===== src/rtl/stopwatch_ctrl.sv =====
// -----------------------------------------------------------------------------
// stopwatch_ctrl
//
// Control block for a start/stop/clear stopwatch. Two raw, bouncy, active-low
// pushbuttons are synchronized and debounced into one-cycle press events. A
// three-state FSM (idle / run / paused) uses them to gate a prescaler. The
// prescaler produces an active-low one-cycle count enable for a downstream BCD
// counter chain, and a clear request for that chain.
//
// Parameters
//   CLK_DIV    clk cycles per count tick (>= 2)
//   DB_CYCLES  consecutive stable cycles needed to accept a button level (>= 1)
//
// Ports
//   clk          in   system clock, rising edge
//   ar           in   asynchronous reset, active low
//   btn_start_n  in   raw start/stop button, active low, asynchronous to clk
//   btn_clear_n  in   raw clear button, active low, asynchronous to clk
//   e_out        out  registered, active-low one-cycle count enable
//   ctr_clr      out  registered, active-high one-cycle counter clear
//   running      out  registered, high while in the run state
// -----------------------------------------------------------------------------
module stopwatch_ctrl #(
  parameter int unsigned CLK_DIV   = 500000,
  parameter int unsigned DB_CYCLES = 1000000
) (
  input  logic clk,
  input  logic ar,
  input  logic btn_start_n,
  input  logic btn_clear_n,
  output logic e_out,
  output logic ctr_clr,
  output logic running
);

  localparam int unsigned PresW = $clog2(CLK_DIV);
  localparam int unsigned DbW   = $clog2(DB_CYCLES + 1);

  localparam logic [PresW-1:0] PresMax = PresW'(CLK_DIV - 1);
  localparam logic [DbW-1:0]   DbLast  = DbW'(DB_CYCLES - 1);

  // Button lane indices
  localparam int unsigned BtnStart = 0;
  localparam int unsigned BtnClear = 1;

  typedef enum logic [1:0] {
    StIdle   = 2'd0,
    StRun    = 2'd1,
    StPaused = 2'd2
  } state_e;

  // ---------------------------------------------------------------------------
  // Button conditioning: 2-flop synchronizer, debouncer, falling-edge detect
  // ---------------------------------------------------------------------------
  logic [1:0]     btn_raw;
  logic [1:0]     sync1_q, sync2_q;
  logic [1:0]     db_level_q, db_level_d;
  logic [1:0]     db_prev_q;
  logic [DbW-1:0] db_cnt_q [2];
  logic [DbW-1:0] db_cnt_d [2];
  logic [1:0]     press;

  assign btn_raw = {btn_clear_n, btn_start_n};

  // The count tracks how many consecutive cycles the synchronized level has
  // disagreed with the accepted level; any agreement restarts it.
  always_comb begin
    db_level_d = db_level_q;
    for (int i = 0; i < 2; i++) begin
      db_cnt_d[i] = '0;
      if (sync2_q[i] != db_level_q[i]) begin
        if (db_cnt_q[i] == DbLast) begin
          db_level_d[i] = sync2_q[i];
        end else begin
          db_cnt_d[i] = db_cnt_q[i] + 1'b1;
        end
      end
    end
  end

  always_ff @(posedge clk or negedge ar) begin
    if (!ar) begin
      sync1_q     <= 2'b11;
      sync2_q     <= 2'b11;
      db_level_q  <= 2'b11;
      db_prev_q   <= 2'b11;
      db_cnt_q[0] <= '0;
      db_cnt_q[1] <= '0;
    end else begin
      sync1_q     <= btn_raw;
      sync2_q     <= sync1_q;
      db_level_q  <= db_level_d;
      db_prev_q   <= db_level_q;
      db_cnt_q[0] <= db_cnt_d[0];
      db_cnt_q[1] <= db_cnt_d[1];
    end
  end

  // Press = debounced 1->0; releases produce nothing
  assign press = db_prev_q & ~db_level_q;

  logic start_evt, clear_evt;
  assign start_evt = press[BtnStart];
  assign clear_evt = press[BtnClear];

  // ---------------------------------------------------------------------------
  // FSM, prescaler and registered outputs
  // ---------------------------------------------------------------------------
  state_e           state_q, state_d;
  logic [PresW-1:0] presc_q, presc_d;
  logic             e_out_q, e_out_d;
  logic             ctr_clr_q, ctr_clr_d;
  logic             running_q, running_d;

  always_comb begin
    state_d   = state_q;
    presc_d   = presc_q;
    ctr_clr_d = 1'b0;

    // The prescaler advances on every edge seen in run, including the edge
    // that leaves run, so a resume continues from where counting stopped.
    if (state_q == StRun) begin
      presc_d = (presc_q == PresMax) ? '0 : presc_q + 1'b1;
    end

    case (state_q)
      StIdle: begin
        presc_d = '0;
        // Clear wins over start outside of run
        if (clear_evt) begin
          ctr_clr_d = 1'b1;
        end else if (start_evt) begin
          state_d = StRun;
        end
      end
      StRun: begin
        // Clear is ignored while running
        if (start_evt) begin
          state_d = StPaused;
        end
      end
      StPaused: begin
        if (clear_evt) begin
          state_d   = StIdle;
          presc_d   = '0;
          ctr_clr_d = 1'b1;
        end else if (start_evt) begin
          state_d = StRun;
        end
      end
      default: begin
        state_d = StIdle;
        presc_d = '0;
      end
    endcase

    // Terminal count in run fires the enable even if this edge pauses
    e_out_d   = ~((state_q == StRun) && (presc_q == PresMax));
    running_d = (state_d == StRun);
  end

  always_ff @(posedge clk or negedge ar) begin
    if (!ar) begin
      state_q   <= StIdle;
      presc_q   <= '0;
      e_out_q   <= 1'b1;
      ctr_clr_q <= 1'b0;
      running_q <= 1'b0;
    end else begin
      state_q   <= state_d;
      presc_q   <= presc_d;
      e_out_q   <= e_out_d;
      ctr_clr_q <= ctr_clr_d;
      running_q <= running_d;
    end
  end

  assign e_out   = e_out_q;
  assign ctr_clr = ctr_clr_q;
  assign running = running_q;

  // Enable only comes from run, clear only from idle/paused
  a_no_enable_and_clear : assert property (
    @(posedge clk) disable iff (!ar) !(!e_out_q && ctr_clr_q)
  );

endmodule


===== config.mk =====
export PLATFORM = sky130hd
export DESIGN_NAME = stopwatch_ctrl
export DESIGN_NICKNAME = d
export VERILOG_FILES = /design/src/rtl/stopwatch_ctrl.sv
export SDC_FILE = /design/constraint.sdc
export NUM_CORES = 1
export LEC_CHECK = 0
export CAP_MARGIN = 5
export CORE_ASPECT_RATIO = 0.6
export CORE_MARGIN = 10
export CORE_UTILIZATION = 56
export CTS_CLUSTER_SIZE = 10
export DETAILED_ROUTE_END_ITERATION = 12
export GPL_ROUTABILITY_DRIVEN = 0
export PLACE_DENSITY = 0.76
export SYNTH_ARGS = -nofsm -noshare
export SYNTH_HDL_FRONTEND = slang
export SYNTH_SLANG_ARGS = --single-unit
export TNS_END_PERCENT = 1

===== constraint.sdc =====
create_clock -name clk -period 2 [get_ports clk]
set_clock_uncertainty 0.05 [all_clocks]
set_input_delay 0.6 -clock clk [delete_from_list [all_inputs] [get_ports clk]]
set_output_delay 0.6 -clock clk [all_outputs]
set_load 0.05 [all_outputs]

== After elaboration in Yosys (flattened, before gate mapping) ==
Cells that the tools add are included.
Cells by class
  eq/ne operators: 8
  bitwise gates (word level): 3
  add/subtract/negate cells: 3
  reduce and logical (&&, ||, !) cells: 5
  mux-type cells: 15
Operators with widths (count)
  20-bit 2-to-1 mux: 4
  19-bit 2-to-1 mux: 3
  20-bit by 1-bit adder with 20-bit output (second input constant): 2
  20-bit equality test (second input constant): 2
  19-bit one-hot mux with 2 select lines: 1
  19-bit by 1-bit adder with 19-bit output (second input constant): 1
  19-bit equality test (second input constant): 1
  2-bit 2-to-1 mux: 4
  2-bit one-hot mux with 3 select lines: 1
  2-bit by 1-bit equality test with 1-bit output (second input constant): 2
  2-bit AND reduction: 2
  2-bit AND: 1
  2-bit equality test (second input constant): 1
  2-bit logical NOT: 1
  1-bit 2-to-1 mux: 2
  1-bit inequality test: 2
  2-bit NOT: 1
  2-bit OR reduction: 1
  1-bit logical AND: 1
  1-bit NOT: 1
Word-level totals
  output and inout bits: 3
  flip-flop bits (word level): 72

== Longest topological paths before layout ==
  word-level depth: 6
  depth in mapped cells: 8
  gate-level depth less buffers: 6

== Least setup slack after synthesis ==
OpenSTA, ideal clock, no wires.
  path kind: register -> register
  start: reg state_q[1]
  end: reg presc_q[11]
  arrival: 1.991 ns
  library setup time: 0.132 ns
  cell stages (with the launch flop): 9
  data required time: 1.818 ns
  path buffers: 2
  path slack: -0.172 ns
  cell sequence: dfrtp_1 inv_1 ha_1 buf_2 and4_1 nand2_1 o211ai_1 clkbuf_1 nor2_1
Between the ends
  cells in the longest elaborated chain, start to end: 4
  elaborated cells on any way between the ends: 5
  those cells by class: eq/ne (2); mux (3)
RTL lines
  start: declaration: line 109  | state_e state_q, state_d;
  start signal: assignment: line 164  | state_q <= StIdle;
  start signal: assignment: line 170  | state_q <= state_d;
  2-bit by 1-bit equality test with 1-bit output: line 122, 126
  19-bit 2-to-1 mux: line 122  | if (state_q == StRun) begin
  19-bit 2-to-1 mux: line 143  | if (clear_evt) begin
  19-bit one-hot mux with 2 select lines *: line 126  | case (state_q)
  via presc_d[11]: line 110  | logic [PresW-1:0] presc_q, presc_d;
  end signal: assignment: line 171  | presc_q <= presc_d;
  end: declaration: line 110
The timed path passes the listed nets; every way through them passes the cells marked *.
A chain may end at the register's enable or synchronous reset.

== Final worst setup path ==
  start: reg state_q[1]
  end: reg presc_q[17]
Same word-level chain as after synthesis.

==> impl_metrics.json <==
{
  "finalNetCount": 406,
  "ant_nets": 0,
  "core_area_mm2": 0.00614,
  "p_per_area_mw_per_mm2": 678,
  "slowest_stage": "or4_4",
  "crit_path_frequent_cell": "or4_4",
  "grt_antenna_before_repair": 0,
  "synth_area_mm2": 0.00355,
  "end_kind": "flop",
  "overflow": 0,
  "critPathBufInv": 1,
  "hold_viol_final": 0,
  "hold_class": "in2async",
  "via_per_inst": 5.70,
  "synth_edf_count": 0,
  "clk_latency_ns": 0.35,
  "ys_seq_elements": 72,
  "yosys_warnings": 0,
  "ir_drop_mv": 0.707,
  "avgSynthCellArea_um2": 9.84,
  "yosysTopAreaCell": "dfrtp_1",
  "path_max_fanout": 4,
  "rsz0062_at_grt": "true",
  "synth_nets": 372,
  "synthTopCellsByCount": "63 x dfrtp_1, 54 x nor2_1, 25 x xnor2_1",
  "clockRootBuffer": "clkbuf_8",
  "clock-sinks": 72,
  "finalPower_uw": 2830,
  "clk_pin_slew_worst_paths_ns": 0.08,
  "post-synth-top-count-cell": "dfrtp_1",
  "arrival_ns": 2.22,
  "crit_type": "reg2reg",
  "period_minus_slack_ns": 1.99,
  "first_iter_violations": 178,
  "synth_top_area_share": 0.444,
  "cts_max_level": 3,
  "crit_chain": "inv_2, ha_4, nand4_4, or4_4, or4_4, a21oi_2",
  "diodes": 0,
  "vias": 2759,
  "drive_above_1_share": 0.185,
  "seq_area_frac_synth": 0.510,
  "synth_cell_types": 43,
  "grt_max_degree": 32,
  "tritoncts": "yes",
  "area_growth_pct": 17.4,
  "synth-main-ff-cell": "dfrtp_1",
  "synth_area_leaders": "dfrtp_1 44%, dfstp_2 6.7%, xnor2_1 6.2%",
  "start_util": 0.579,
  "setup_violations": 0,
  "clk_path_buf_depth": 2,
  "cp_data_required_time_ns": 2.22,
  "cts_made_buffers": 9,
  "cap_viol_max_count": 0,
  "slew_viol_final": 0,
  "grt_pass1_wl_um": 12600,
  "grt_pass1_vias": 2717,
  "die_height_um": 81.7,
  "async_flop_share": 1.00,
  "place_hpwl_um": 5150,
  "grtUsageTotal": 0.158,
  "finalCritPeriodShare": 0.996,
  "final_util": 0.679,
  "maxSlewHeadroom": 0.651,
  "drcViolationCount": 0,
  "status": "complete, no violations",
  "syn_inst": 361,
  "io_buffers": 6,
  "die_w_um": 123,
  "fmax_ghz": 0.502,
  "io_pins": 7,
  "routed_wl_um": 7200,
  "dieArea_mm2": 0.0100,
  "drt_pre_antenna_iters": 4,
  "slowest_delay_ns": 0.55,
  "p_leak_uw": 0.00170,
  "wire_per_inst_um": 14.9,
  "row_count": 22,
  "crit_path_start_kind": "flop",
  "cpLargestDelayFamily": "simple AND/OR/NAND/NOR gates",
  "tightest_slew_ns": 0.524
}
[metal layers]
| metal | vias up | GRT usage | wire, um |
|---|---|---|---|
| met5 | - | 0 | 0 |
| met4 | 0 | 0.0539 | 74 |
| met3 | 9 | 0.0500 | 341 |
| met2 | 61 | 0.241 | 3210 |
| met1 | 1350 | 0.209 | 3570 |
| li1 | 1339 | - | - |
[cells in the final DEF, fill, tap and decap left out, drive strengths merged, types with 2 or more instances in the layout]
cell type and instances:
and4 3, nand2b 2, nor4b 2, nor3 7
dfstp 9, buf 32, clkbuf 11, a21oi 17
nor4 13, nand3 20, or4 9, nand2 20
xnor2 25, ha 7, dfrtp 63, inv 14
nor4bb 2, o31ai 3, mux2 2, o21ai 12
nor2 54, a21o 2, xor2 18, or3 5
clkinvlp 2, nand3b 2, bufinv 2, nor3b 3
clkdlybuf4s50 2, nand4 17, and3 9
[stage by stage]
step | hold slack [ns] | cells | setup slack [ns] | setup TNS (ns) | area, um^2
floorplan | 0.254 | 361 | -0.00537 | -0.0546 | 3590
finish | 0.172 | 484 | 0.00799 | 0 | 4170
global route | 0.170 | 484 | -0.0572 | -0.0572 | 4170
detailed placement | 0.297 | 467 | 0.0102 | 0 | 3920
global placement | 0.296 | 467 | 0.0826 | 0 | 3920
CTS | 0.165 | 484 | 0.0116 | 0 | 4160
[repair_timing]
item | 4_1_cts | 5_1_grt
pin swaps | 2 | 0
hold buffers | 0 | 0
gates resized for setup | 2 | 2
buffers inserted | 1 | 0
endpoints found under the setup margin | 1 | 5
[where the power goes]
group	leakage, uW	internal [uW]	switching (uW)
clock network	0.000106	734	530
registers	0.000969	1470	12.5
logic	0.000621	25.8	53.6
[state kept, by name (all words and copies together), names as in the netlist]
register / count
ctr_clr: 1
db_cnt_q: 40
db_level_q: 2
db_prev_q: 2
e_out: 1
presc_q: 19
running: 1
state_q: 2
sync1_q: 2
sync2_q: 2
[layout make-up]
| cell class | instances | area, um^2 |
|---|---|---|
| multi-input cells | 264 | 1680 |
| clock inverters | 5 | 80.1 |
| well taps | 84 | 105 |
| repair buffers | 34 | 295 |
| clock buffers | 11 | 141 |
| flip-flops and latches | 72 | 1810 |
| inverters | 14 | 52.6 |
| fillers | 475 | 1970 |
[logic make-up after synthesis]
logic type	synth area share
buffers and inverters	0.0282
adder cells (fa/ha/maj)	0.0246
multiplexers	0.00915
AO/OA/AOI/OAI	0.0606
flip-flops	0.510
AND/OR/NAND/NOR	0.261
XOR/XNOR	0.106
[path summary, 6_finish.rpt]
kind / start / end / slack, ns / cells past startpoint
max in group asynchronous: ar / e_out$_DFF_PN1_ / 1.15 / 2
setup / recovery: state_q[1]$_DFF_PN0_ / presc_q[17]$_DFF_PN0_ / 0.008 / 6
setup reg to reg: state_q[1]$_DFF_PN0_ / presc_q[17]$_DFF_PN0_ / 0.008 / 6
hold / removal: ar / db_cnt_q[17]$_DFF_PN0_ / 0.17 / 1
hold reg to reg: sync1_q[0]$_DFF_PN1_ / sync2_q[0]$_DFF_PN1_ / 0.31 / 0
min in group clk: sync1_q[0]$_DFF_PN1_ / sync2_q[0]$_DFF_PN1_ / 0.31 / 0
No activity file was read; power rests on OpenSTA's default activity.
